===== src/rtl/row_rotate_engine_pkg.sv =====
// Shared types and default geometry for the row-rotate engine.
// The FSM encoding lives here so the engine and any wrapper agree on it.
package row_rotate_engine_pkg;

   localparam int N_ROWS_DEF  = 4;
   localparam int ROW_W_DEF   = 4;
   localparam int ROUND_W_DEF = 4;

   typedef enum logic [1:0] {
      ST_IDLE = 2'd0,
      ST_BUSY = 2'd1,
      ST_DONE = 2'd2
   } rre_state_t;

endpackage


===== src/rtl/row_rotate_pass.sv =====
// One combinational pass: row r is rotated by (r mod ROW_W) bits,
// left when encrypt is high, right otherwise. Row 0 passes straight through.
module row_rotate_pass
   import row_rotate_engine_pkg::*;
#(
   parameter int N_ROWS = N_ROWS_DEF,
   parameter int ROW_W  = ROW_W_DEF
) (
   input  logic [N_ROWS*ROW_W-1:0] data,
   input  logic                    encrypt,
   output logic [N_ROWS*ROW_W-1:0] result
);

   for (genvar r = 0; r < N_ROWS; r++) begin : g_row
      localparam int AMT = r % ROW_W;
      for (genvar b = 0; b < ROW_W; b++) begin : g_bit
         // Left rotate pulls from (b - AMT), right rotate from (b + AMT), both mod ROW_W.
         localparam int SRC_L = (b + ROW_W - AMT) % ROW_W;
         localparam int SRC_R = (b + AMT) % ROW_W;
         assign result[r*ROW_W + b] = encrypt ? data[r*ROW_W + SRC_L]
                                              : data[r*ROW_W + SRC_R];
      end
   end

endmodule


===== src/rtl/row_rotate_engine.sv =====
// Multi-round row-rotate engine with valid/ready handshakes on both sides.
// A request is captured in IDLE, rotated once per BUSY cycle, and held in DONE.
//
// state | meaning
// IDLE  | waiting for a request, in_ready high
// BUSY  | one pass per cycle until the round counter reaches terminal count
// DONE  | result held on out_data until out_ready
module row_rotate_engine
   import row_rotate_engine_pkg::*;
#(
   parameter int N_ROWS  = N_ROWS_DEF,
   parameter int ROW_W   = ROW_W_DEF,
   parameter int ROUND_W = ROUND_W_DEF
) (
   input  logic                    clk,
   input  logic                    rst,
   input  logic                    in_valid,
   output logic                    in_ready,
   input  logic [N_ROWS*ROW_W-1:0] in_data,
   input  logic                    in_encrypt,
   input  logic [ROUND_W-1:0]      in_rounds,
   output logic                    out_valid,
   input  logic                    out_ready,
   output logic [N_ROWS*ROW_W-1:0] out_data,
   output logic                    busy
);

   localparam int WIDTH = N_ROWS * ROW_W;

   rre_state_t         state;
   logic [WIDTH-1:0]   work;
   logic [WIDTH-1:0]   pass_result;
   logic [ROUND_W-1:0] round_cnt;
   logic               mode;

   row_rotate_pass #(
      .N_ROWS (N_ROWS),
      .ROW_W  (ROW_W)
   ) u_pass (
      .data    (work),
      .encrypt (mode),
      .result  (pass_result)
   );

   // Every request spends at least one BUSY cycle; a zero round count simply
   // hits terminal count immediately and leaves the captured word untouched.
   always_ff @(posedge clk or posedge rst) begin
      if (rst) begin
         state     <= ST_IDLE;
         work      <= '0;
         round_cnt <= '0;
         mode      <= 1'b0;
      end else begin
         case (state)
            ST_IDLE: begin
               if (in_valid) begin
                  work      <= in_data;
                  mode      <= in_encrypt;
                  round_cnt <= in_rounds;
                  state     <= ST_BUSY;
               end
            end
            ST_BUSY: begin
               if (round_cnt == '0) begin
                  state <= ST_DONE;
               end else begin
                  work      <= pass_result;
                  round_cnt <= round_cnt - ROUND_W'(1);
               end
            end
            ST_DONE: begin
               if (out_ready) begin
                  state <= ST_IDLE;
               end
            end
            default: state <= ST_IDLE;
         endcase
      end
   end

   assign in_ready  = (state == ST_IDLE);
   assign busy      = (state == ST_BUSY);
   assign out_valid = (state == ST_DONE);
   assign out_data  = work;

endmodule


===== config.mk =====
export PLATFORM = sky130hd
export DESIGN_NAME = row_rotate_engine
export DESIGN_NICKNAME = d
export VERILOG_FILES = /design/src/rtl/row_rotate_engine_pkg.sv /design/src/rtl/row_rotate_pass.sv /design/src/rtl/row_rotate_engine.sv
export SDC_FILE = /design/constraint.sdc
export NUM_CORES = 1
export LEC_CHECK = 0
export CORE_MARGIN = 2
export CORE_UTILIZATION = 40
export CTS_CLUSTER_DIAMETER = 80
export DETAILED_ROUTE_END_ITERATION = 10
export PLACE_DENSITY = 0.79
export SYNTH_ARGS = -nofsm -noshare
export SYNTH_HDL_FRONTEND = slang
export SYNTH_SLANG_ARGS = --single-unit

===== constraint.sdc =====
create_clock -name clk -period 4.2 [get_ports clk]
set_input_delay 0.84 -clock clk [delete_from_list [all_inputs] [get_ports clk]]
set_output_delay 0.84 -clock clk [all_outputs]
set_load 0.01 [all_outputs]

Yosys cells after proc, flatten, opt, wreduce, memory -nomap -nowiden
Index checks and enable logic that the tools add are counted.

word-level totals
  bits in registers = 23
  input port bits = 25
  output and inout port bits = 19
  word-level logic and storage cells = 38

operators by class
  $add $sub $neg = 1
  equality and inequality tests = 6
  mux-type cells = 18
  bitwise operators = 1
  reductions and logical operators = 7

operator list
  operator                                                                  number
  16-bit 2-to-1 mux                                                         2
  16-bit one-hot mux with 2 select lines                                    1
  3-bit AND reduction                                                       3
  1-bit 2-to-1 mux                                                          8
  4-bit 2-to-1 mux                                                          2
  4-bit one-hot mux with 2 select lines                                     1
  2-bit 2-to-1 mux                                                          3
  2-bit one-hot mux with 3 select lines                                     1
  4-bit logical NOT                                                         1
  2-bit by 1-bit inequality test with 1-bit output (second input constant)  2
  2-bit inequality test (second input constant)                             2
  4-bit by 1-bit subtractor with 4-bit output (second input constant)       1
  2-bit by 1-bit equality test with 1-bit output (second input constant)    1
  2-bit equality test (second input constant)                               1
  2-bit logical NOT                                                         1
  2-bit AND reduction                                                       1
  2-bit nonzero test                                                        1
  1-bit NOT                                                                 1

Logic depth before layout (Yosys ltp)
  depth in word-level cells = 3
  mapped depth = 7
  depth with buffers taken out = 5

Modules after synthesis
A second synthesis with hierarchy kept.

second synthesis, totals
  cell total of the unflattened synthesis = 150
  area, all modules = 1446.4 µm²

modules (own cells, without submodules)
  module             instances  cells each  area an instance (µm²)  sequential area each (µm²)
  row_rotate_engine  1          133         1255.0                  575.6
  row_rotate_pass    1          17          191.4                   0.0

Least setup slack after synthesis
OpenSTA, ideal clock, no wires.

  kind = input-to-reg
  start = input in_valid
  end = register work[10] (netlist: out_data[10])
  arrival = 1.671 ns
  required time = 4.073 ns
  path slack = 2.402 ns
  cell stages on the path = 4
  buffers on the path = 1
  cell sequence = nor2_1 nor3_4 buf_6 mux2_1

on the way
  word-level cells in the longest chain between the ends = 2

ends and longest elaborated chain
  element                                 RTL line                 text
  from (decl)                             row_rotate_engine.sv:17  input logic in_valid,
  2-bit inequality test (no source line)  n/a
  3-bit AND reduction (no source line)    n/a
  to (signal assigned)                    row_rotate_engine.sv:57  work <= in_data;
  to (signal assigned)                    row_rotate_engine.sv:67  work <= pass_result;
  to (decl)                               row_rotate_engine.sv:31  logic [WIDTH-1:0] work;

Every way passes these cells.
A chain may end at the register's enable or synchronous reset.

Final worst setup path
  start = register state[1]
  end = output busy

on the way
  word-level cells in the longest chain between the ends = 1

ends and longest elaborated chain
  element                                         RTL line                 text
  from (decl)                                     row_rotate_engine.sv:30  rre_state_t state;
  from (signal assigned)                          row_rotate_engine.sv:49  state <= ST_IDLE;
  from (signal assigned)                          row_rotate_engine.sv:60  state <= ST_BUSY;
  from (signal assigned)                          row_rotate_engine.sv:65  state <= ST_DONE;
  2-bit by 1-bit equality test with 1-bit output  row_rotate_engine.sv:82  assign busy = (state == ST_BUSY);
  to (decl)                                       row_rotate_engine.sv:25  output logic busy

Every way passes these cells.

==> run_results.csv <==
group,metric,value,unit
status,status,"completed",
die,start_util,42.7,%
placement,io_buffer_count,43,
clock_tree,clock_sinks,23,
detailed_routing,avgRoutedWirePerCell,15.1,um
clock_tree,cts_buffers,3,
sta,clock_skew,8.67,ps
yosys,netlist_instances,98,
hold_path,min_from,"out_data[3]$_DFFE_PP0P_",
die,fp.dieH,61.3,um
pwr,p_int,0.964,mW
detailed_routing,vias_per_cell,5.04,
sta,fin_crit,2900,ps
sta,setup_tns,0,ps
placement,dpl_worst_slack,1590,ps
final_layout,final-seq-area,576,sq um
yosys,avgSynthCellArea,13.4,sq um
critical_path,worstPathCellList,"nand2b_1 > inv_2 > clkdlybuf4s50_1",
final_layout,final_common_cell,"clkdlybuf4s50_1",
hold_path,worstHoldPathType,"reg2reg",
pwr,ir_drop,439,uV
clock_tree,insertion_delay,320,ps
global_routing,grt_max_degree,24,
die,rows,20,
placement,place_congestion,0.878,
clock_tree,htreeDepth,1,
sta,tightest_slew,897,ps
die,die-area,0.00376,sq mm
critical_path,r2r_end,"out_data[5]$_DFFE_PP0P_",
clock_tree,cts-root-buf,"clkbuf_4",
die,core-area,0.00308,sq mm
detailed_routing,num_vias,918,
sta,finalCritPeriodShare,69.1,%
global_routing,grt_antenna_before_repair,0,
pwr,p_comb_share,61.5,%
pwr,switching_share,34.4,%
clock_tree,cts_max_path_buffers,2,
global_routing,grt_pass1_vias,957,
critical_path,worstPathRequired,3360,ps
clock_tree,clk_pin_slew_worst_paths,140,ps
sta,slew_headroom,40.1,%
die,die_w,61.3,um
global_routing,gr-total-overflow,0,
sta,fmax,344,MHz
critical_path,r2r_slack,2100,ps
pwr,pwr-share-seq,31.0,%
final_layout,layout_common_cells,"43 x clkdlybuf4s50_1, 25 x mux2_2, 23 x dfrtp_1, 9 x mux2_4, 5 x inv_1",
global_routing,grt_pass1_wl,4.24,mm
sta,setup_viol_count_final,0,
detailed_routing,drc,0,
critical_path,critical_path_arrival,2060,ps
pwr,switchingPower,0.505,mW
detailed_routing,first_iter_violations,13,
final_layout,multi_input_area,653,sq um
critical_path,r2r_start,"round_cnt[0]$_DFFE_PP0P_",
yosys,synth-seq-cells,23,
final_layout,fillers,259,
yosys,ys_types,28,
final_layout,fin_nets,165,
placement,dpl.hpwl,2.13,mm
critical_path,crit_path_top_delay_cell,"clkdlybuf4s50_1",
yosys,seq_area_frac_synth,43.8,%
final_layout,n_antenna_cell,0,
pwr,power,1.47,mW
clock_tree,cts_tree,"yes",
global_routing,grtUsageTotal,16.0,%
flow_run,cap_violations,0,
critical_path,endpoint_kind,"output port",
critical_path,crit_type,"reg2out",
critical_path,crit_fanout,11,
clock_tree,cts_setup_buffers,0,
die,ioPinCount,44,
yosys,synth_area,0.00132,sq mm
pwr,clkPwrFrac,7.4,%
detailed_routing,wl,2.75,mm
sta,rsz0062_at_grt,"false",
detailed_routing,dr.pass1.iters,3,
pwr,power_density,831,mW/mm^2
critical_path,worstRegToRegCells,5,
hold_path,worst_hold_path.num_cells,1,
detailed_routing,drtAntennaViolNets,0,
sta,fin_ws,1300,ps
pwr,power_leakage,0.756,nW
clock_tree,postCtsResizedCells,0,
yosys,yosys_warnings,0,
yosys,syn_nets,124,
sta,hold_viol_final,0,
sta,whs,525,ps
final_layout,syn2layout_area_growth,34.3,%
final_layout,drive_gt1_share,30.4,%
sta,drv_slew,0,
critical_path,critPathMaxStageDelay,610,ps
hold_path,holdPathEnd,"out_data[3]$_DFFE_PP0P_",
critical_path,start_kind,"flop",
clock_tree,cts_hold_buffers,0,
==> sequential cells by signal (all words and copies together) (netlist names) <==
register   count
mode           1
out_data      16
round_cnt      4
state          2
==> metal layers <==
layer | wire length (um) | GRT usage, %
met5 | 0 | 0
met4 | 59 | 5.47
met3 | 141 | 5.67
met2 | 1470 | 29.2
met1 | 1080 | 17.2
==> how the worst max path moves through the flow <==
stage | from | end | slack (ps) | cells past startpoint
global route | state[1]$_DFFE_PP0P_ | busy | 1170 | 3
CTS | state[1]$_DFFE_PP0P_ | busy | 1280 | 3
floorplan | in_valid | out_data[10]$_DFFE_PP0P_ | 2400 | 4
global placement | in_valid | out_data[4]$_DFFE_PP0P_ | 1650 | 4
finish | state[1]$_DFFE_PP0P_ | busy | 1300 | 3
detailed placement | in_valid | out_data[13]$_DFFE_PP0P_ | 1590 | 4
==> worst max-delay path, delay by kind of cell (launching register included) <==
| family | cells | cell delay, ps |
|---|---|---|
| flip-flops | 1 | 510 |
| AND/OR/NAND/NOR | 1 | 320 |
| buffers and inverters | 2 | 910 |
==> final cells by class <==
cell class | instances | area share [%]
Clock buffer | 3 | 1.27
Clock inverter | 1 | 0.425
Inverter | 6 | 1.27
Multi-Input combinational cell | 62 | 37.0
Sequential cell | 23 | 32.6
Tap cell | 44 | 3.12
Timing Repair Buffer | 43 | 24.4
==> power by group through the flow <==
stage / registers [mW] / clock network (mW) / logic (mW)
after global routing: 0.475 / 0.121 / 0.977
after global placement: 0.453 / 0 / 0.884
after floorplan: 0.451 / 0 / 0.662
after detailed placement: 0.461 / 0 / 0.912
final: 0.456 / 0.109 / 0.904
after CTS: 0.456 / 0.114 / 0.915
==> synth_stat cells <==
library cell	number	area [sq um]
buf_6	5	56.3
a2111oi_0	2	17.5
mux2_2	25	282
dfrtp_1	23	576
or4_1	1	7.51
inv_1	5	18.8
mux2i_1	2	20.0
a21oi_1	1	5.00
nor2_1	2	7.51
nor3_4	1	16.3
or3_1	1	6.26
mux2_1	3	33.8
and4bb_4	1	16.3
a2bb2oi_1	2	17.5
or4b_1	1	10.0
inv_2	1	3.75
nand3b_1	1	7.51
o22ai_1	1	6.26
nand2_1	1	3.75
clkbuf_1	2	7.51
nand2b_1	2	12.5
o211ai_1	1	7.51
and2_1	1	6.26
or4b_2	1	10.0
o21ai_0	1	5.00
nor3b_1	1	7.51
mux2_4	9	135
ha_1	1	12.5
==> cell families after synthesis <==
kind of cell	synth area share, %
buf+inv	6.56
simple gates	8.47
flops	43.8
fa+ha+maj	0.951
compound gates	4.47
mux	35.8
==> stage by stage <==
| step | instances | cell area [sq um] | util [%] |
|---|---|---|---|
| final | 182 | 1770 | 57.4 |
| after floorplan | 98 | 1320 | - |
| after detailed placement | 178 | 1740 | 56.4 |
| after CTS | 182 | 1770 | 57.4 |
| after global placement | 178 | 1740 | 56.4 |
| after global routing | 182 | 1770 | 57.4 |
(Power assumes the default switching activity.)
